File: config.mk
export PLATFORM = sky130hd
export DESIGN_NAME = rr_arbiter_dec_drv
export DESIGN_NICKNAME = d
export VERILOG_FILES = /design/src/rtl/rr_arbiter_dec_drv.sv
export SDC_FILE = /design/constraint.sdc
export NUM_CORES = 1
export LEC_CHECK = 0
export BUFFER_PORTS_ARGS = -buffer_cell sky130_fd_sc_hd__buf_2
export CELL_PAD_IN_SITES_DETAIL_PLACEMENT = 1
export CELL_PAD_IN_SITES_GLOBAL_PLACEMENT = 1
export CORE_MARGIN = 2
export CORE_UTILIZATION = 35
export DETAILED_ROUTE_END_ITERATION = 8
export GPL_TIMING_DRIVEN = 0
export PLACE_DENSITY = 0.77
export SYNTH_ARGS = -nofsm -noshare
export SYNTH_HDL_FRONTEND = slang
export SYNTH_SLANG_ARGS = --single-unit
File: constraint.sdc
create_clock -name clk -period 1.5 [get_ports clk]
set_input_delay 0.15 -clock clk [delete_from_list [all_inputs] [get_ports clk]]
set_output_delay 0.15 -clock clk [all_outputs]
set_load 0.05 [all_outputs]
File: src/rtl/rr_arbiter_dec_drv.sv
// rtl/rr_arbiter_dec_drv.sv - round-robin arbiter driving a 2x4 active-low decoder (A, B, E)
// Grant windows are separated by a forced one-cycle GAP so no two D lines go low back to back.
module rr_arbiter_dec_drv #(
  parameter int MAX_HOLD = 8,
  parameter int CNT_W    = 8
) (
  input  logic       clk,
  input  logic       reset_n,
  input  logic [3:0] req,
  input  logic       done,
  output logic       a,
  output logic       b,
  output logic       e,
  output logic [1:0] owner,
  output logic       grant_valid,
  output logic       timeout
);

  typedef enum logic [1:0] {
    IDLE  = 2'b00,
    GRANT = 2'b01,
    GAP   = 2'b10
  } state_t;

  localparam logic [CNT_W-1:0] HOLD_LAST = (MAX_HOLD == 0) ? '0 : CNT_W'(MAX_HOLD - 1);

  state_t           state_q, state_d;
  logic [1:0]       owner_q, owner_d;
  logic [1:0]       ptr_q, ptr_d;
  logic [CNT_W-1:0] hold_cnt_q, hold_cnt_d;
  logic             timeout_q, timeout_d;

  logic [1:0]       winner;
  logic             found;
  logic             rel_done, rel_req, rel_to;

  // Rotating priority search starting at ptr; 2-bit index arithmetic wraps mod 4.
  always_comb begin
    winner = '0;
    found  = 1'b0;
    for (int i = 0; i < 4; i++) begin
      if (!found && req[ptr_q + 2'(i)]) begin
        winner = ptr_q + 2'(i);
        found  = 1'b1;
      end
    end
  end

  assign rel_done = done;
  assign rel_req  = ~req[owner_q];
  assign rel_to   = (MAX_HOLD != 0) && (hold_cnt_q == HOLD_LAST);

  always_comb begin
    state_d    = state_q;
    owner_d    = owner_q;
    ptr_d      = ptr_q;
    hold_cnt_d = hold_cnt_q;
    timeout_d  = 1'b0;
    unique case (state_q)
      IDLE: begin
        if (found) begin
          owner_d    = winner;
          hold_cnt_d = '0;
          state_d    = GRANT;
        end
      end
      GRANT: begin
        if (hold_cnt_q != '1) hold_cnt_d = hold_cnt_q + 1'b1;
        if (rel_done || rel_req || rel_to) begin
          state_d   = GAP;
          ptr_d     = owner_q + 2'd1;
          timeout_d = rel_to && !rel_done && !rel_req;
        end
      end
      GAP:     state_d = IDLE;
      default: state_d = IDLE;
    endcase
  end

  always_ff @(posedge clk or negedge reset_n) begin
    if (!reset_n) begin
      state_q    <= IDLE;
      owner_q    <= '0;
      ptr_q      <= '0;
      hold_cnt_q <= '0;
      timeout_q  <= 1'b0;
    end else begin
      state_q    <= state_d;
      owner_q    <= owner_d;
      ptr_q      <= ptr_d;
      hold_cnt_q <= hold_cnt_d;
      timeout_q  <= timeout_d;
    end
  end

  // Outputs decode registers only; IDLE<->GRANT differ in one state bit so e cannot glitch low.
  assign e           = (state_q != GRANT);
  assign grant_valid = (state_q == GRANT);
  assign a           = ~owner_q[1];
  assign b           = ~owner_q[0];
  assign owner       = owner_q;
  assign timeout     = timeout_q;

endmodule

**Word-level counts from Yosys, hierarchy flattened**

Cells that the tools add are included.

- Flip-flop bits (word level): 15
- Bits of input ports: 7
- Output and inout port bits: 7
- Logic and storage cells: 68

- Add/sub/neg operators: 5
- Order comparisons: 5
- Equality and inequality tests: 7
- Mux-type cells: 26
- Bitwise gates (word level): 3
- Reductions and logical operators: 17

Operator list:

| cell | count |
|---|---|
| $mux 8 | 2 |
| $pmux 8 s2 | 1 |
| $lt 2x3->1 const B | 5 |
| $mux 2 | 6 |
| $mux 1 | 11 |
| $bmux 1 s2 | 5 |
| $add 8x1->8 const B | 1 |
| $eq 8x3->1 const B | 1 |
| $ne 8x8->1 const B | 1 |
| $ne 2x1->1 const B | 3 |
| $reduce_and 2->1 | 3 |
| $logic_and 1x1->1 | 5 |
| $add 2x1->2 const B | 2 |
| $add 2x2->2 const B | 2 |
| $logic_not 1->1 | 4 |
| $pmux 2 s2 | 1 |
| $not 1->1 | 3 |
| $reduce_and 3->1 | 1 |
| $eq 2x1->1 const B | 1 |
| $logic_not 2->1 | 1 |
| $logic_or 1x1->1 | 2 |
| $ne 2x2->1 const B | 1 |
| $reduce_bool 2->1 | 1 |

**Longest topological paths before layout**

- Word-level depth: 14
- Depth in mapped cells: 5
- Mapped depth without buffers: 5

**Worst setup path before layout**

Ideal clock, no wire load.

- Kind: register -> register
- From: reg state_q[1]
- To: reg ptr_q[1]
- Setup time: 125 ps
- Arrival time: 1777 ps
- Required time: 1375 ps
- Setup slack: -402 ps
- Stages on the path, launching flop included: 6
- Path buffers: 0
- Period minus slack after synthesis: 1902 ps
- Cells stage by stage: dfrtp_1 inv_1 nand2_1 inv_1 o21ai_2 mux2_4

- Longest elaborated chain between the ends: 2

Ends and longest elaborated chain:

| element | RTL line | text |
|---|---|---|
| from (decl) | 27 | `state_t state_q, state_d;` |
| from (signal assigned) | 88 | `state_q <= state_d;` |
| $eq 2x1->1 | -- |  |
| net grant_valid | 15 | `output logic grant_valid,` |
| $reduce_and 2->1 (no source line) | -- |  |
| to (signal assigned) | 90 | `ptr_q <= ptr_d;` |
| to (decl) | 29 | `logic [1:0] ptr_q, ptr_d;` |

The timed path passes the listed nets, and every way through them passes these cells.
A chain may end at the register's enable or synchronous reset.

**Worst setup path in the final report**

- From: reg hold_cnt_q[5]
- To: reg ptr_q[1]

- Longest elaborated chain between the ends: 3

Ends and longest elaborated chain:

| element | RTL line | text |
|---|---|---|
| from (decl) | 30 | `logic [CNT_W-1:0] hold_cnt_q, hold_cnt_d;` |
| from (signal assigned) | 91 | `hold_cnt_q <= hold_cnt_d;` |
| $eq 8x3->1 | 51 | `assign rel_to = (MAX_HOLD != 0) && (hold_cnt_q == HOLD_LAST);` |
| $logic_or 1x1->1 | 69 | `if (rel_done \|\| rel_req \|\| rel_to) begin` |
| $reduce_and 2->1 (no source line) | -- |  |

Every way passes these cells.

==> flow_summary.ini <==
[placed_design]
numPortBuffers = 13
placed_cells_incl_taps = 143
place_area_mm2 = 0.00104
dp_hpwl_mm = 1.88
gp_congestion = 0.799

[drt]
drt_first_pass_iters = 4
ant_nets = 0
wl_met1_mm = 1.17
drcViolationCount = 0
routed_via_density = 5.95
vias = 976
wl_met2_mm = 1.68
avgRoutedWirePerCell_um = 18.6
wl_met3_um = 79
wirelength_mm = 3.04
drtIter0Drc = 18
top_layer = met4

[sta]
maxSlewViolCount = 0
tightest_slew_ps = 484
clock-skew-final_ps = 6.62
setup_viol = 7
hold_viol_final = 0
slew_headroom_pct = 67.5
layout_min_cycle_time_ps = 1660
setup_ws_ps = -158
grt_setup_unrepaired = yes
max_freq_mhz = 603
min_period_over_period_pct = 111

[global_route]
overflow = 0
grt_pass1_vias = 998
grt_util_all_layers_pct = 19.5
grt_max_degree = 16
grt_pass1_wl_mm = 4.58
antenna_found_initial = 0

[power]
p_leak_uw = 0.000574
total_power_uw = 2230
peakVddDrop_uv = 1220
power.density_mw_per_mm2 = 1730

[synth]
ys_warn_count = 0
synth.top_cells.by_area = dfrtp_1, or4_1, o21ai_0, nand2_1, a21oi_1
synth_edf_count = 0
synth_commonest_cells = dfrtp_1, nand2_1, inv_1
synth_cell_types = 37
synth_top_cell_by_area = dfrtp_1
synth_top_area_share_pct = 40.8
syn_avg_cell_area_um2 = 9.20
ys_seq_elements = 15
ys.flop_type = dfrtp_1
synthMostInstantiatedCell = dfrtp_1
netlist_instances = 100
synthArstFlopShare_pct = 100
syn_nets = 108
syn_area_um2 = 920
yosysSeqAreaShare_pct = 40.8

[floorplanning]
core_area_mm2 = 0.00248
boundaryPins = 14
fp-row-count = 18
chipHeight_um = 55.3
design.die.area_mm2 = 0.00305
start_util_pct = 37.1
fp.dieW_um = 55.3

[layout]
fill_cells = 289
fin_nets = 143
drive_above_1_share_pct = 45.5
final_util_pct = 52.0
multi_input_area_um2 = 583
diodes = 0
regArea_um2 = 380
syn_to_final_growth_pct = 40.1
design_area_mm2 = 0.00129
final_cells = 164

[worst_setup_path]
crit_slowest_cell = or4_4
crit_fanout = 2
crit_buf_inv = 0
endpoint_kind = flop
critical_path_class = flop to flop
cp.arrival_ps = 1840
start_kind = flop
required_ps = 1680
r2r_setup_slack_ps = -160
worst_r2r_path_depth = 4
r2r-start = hold_cnt_q[5]$_DFFE_PN0P_
crit_chain = or4_4 > nor3_4 > o21ai_2 > mux2_4
crit_path_start = hold_cnt_q[5]$_DFFE_PN0P_
crit_family = simple AND/OR/NAND/NOR gates
slowest_delay_ps = 550
reg2reg_to = ptr_q[1]$_DFFE_PN0P_

[worst_hold_path]
hold_end = state_q[0]$_DFFE_PN0P_
hold_path_class = input pin to flop
hp-start = done
whs_path_depth = 3

[clocking]
cts_sinks = 15
clockBufferDepth = 2
clk_pin_slew_ps = 100
cts_max_level = 1
cts_tree = done
clock_latency_ps = 300
numCtsBuffers = 3
clock-root-buffer = clkbuf_4

[status]
outcome = complete, but fails checks
violations = setup timing

[job]
cap_violations = 0
==> metal layers <==
layer  vias to the layer above  track usage [%]
li1                        445                -
met1                       493             20.3
met2                        28             35.2
met3                        10             3.28
met4                         0             13.6
met5                         -                0
==> state kept, by name (all words and copies together), names as in the netlist <==
register	count
hold_cnt_q	8
owner	2
ptr_q	2
state_q	2
timeout	1
==> final cells by class <==
class | count | share of cell area [%]
tap | 30 | 2.91
inverter | 8 | 2.62
timing repair buffer | 31 | 17.1
multi-input combinational | 75 | 45.2
sequential | 15 | 29.5
buffer | 1 | 0.583
clock buffer | 4 | 2.04
==> how the worst max path moves through the flow <==
stage | cells past startpoint | to | slack (ps)
floorplan | 4 | ptr_q[1]$_DFFE_PN0P_ | -200
global placement | 4 | ptr_q[1]$_DFFE_PN0P_ | -210
detailed placement | 4 | ptr_q[1]$_DFFE_PN0P_ | -260
CTS | 4 | ptr_q[1]$_DFFE_PN0P_ | -180
global route | 4 | ptr_q[1]$_DFFE_PN0P_ | -200
finish | 4 | ptr_q[1]$_DFFE_PN0P_ | -160
==> kinds of logic after synthesis <==
logic type | count (synthesis) | synth area share [%]
buf+inv | 10 | 4.22
flops | 15 | 40.8
fa+ha+maj | 1 | 1.36
xor+xnor | 1 | 0.953
simple gates | 42 | 27.2
mux | 3 | 5.17
compound gates | 28 | 20.3
==> repair_timing <==
action | in CTS | in global routing
hold endpoints to repair | 15 | 0
hold buffers | 1 | 0
cloned | 0 | 0
pin swaps | 9 | 5
setup endpoints to repair | 10 | 11
buffers inserted | 11 | 6
resized for setup | 11 | 16
==> tightest hold or removal path, stage by stage <==
cell,delay (ps)
buf_2,70
nand2b_2,170
o31ai_2,70
==> report_power, final <==
| part | internal (uW) | total [uW] | switching (uW) |
|---|---|---|---|
| combinational | 510 | 1310 | 801 |
| clock | 104 | 246 | 142 |
| sequential | 516 | 677 | 161 |
==> placed cells by master, fill, tap and decap left out, types with 3 or more instances in the layout <==
| cell | instances |
|---|---|
| nor2_1 | 4 |
| nand2_1 | 7 |
| nand4_1 | 3 |
| dfrtp_2 | 4 |
| or4_1 | 4 |
| nand3_1 | 5 |
| nor2b_1 | 3 |
| o21ai_0 | 5 |
| a21oi_1 | 4 |
| buf_6 | 4 |
| clkbuf_4 | 3 |
| buf_4 | 15 |
| inv_1 | 5 |
| dfrtp_1 | 11 |
| buf_2 | 12 |
==> stage by stage <==
stage | hold slack (ps) | worst slack, ps | setup TNS [ps]
floorplan | -146 | -199 | -236
global placement | 78.3 | -206 | -666
detailed placement | 78.3 | -261 | -1200
CTS | 178 | -181 | -965
global route | 179 | -204 | -1240
finish | 192 | -158 | -734
Note: power is estimated with default switching activity, not from simulation.
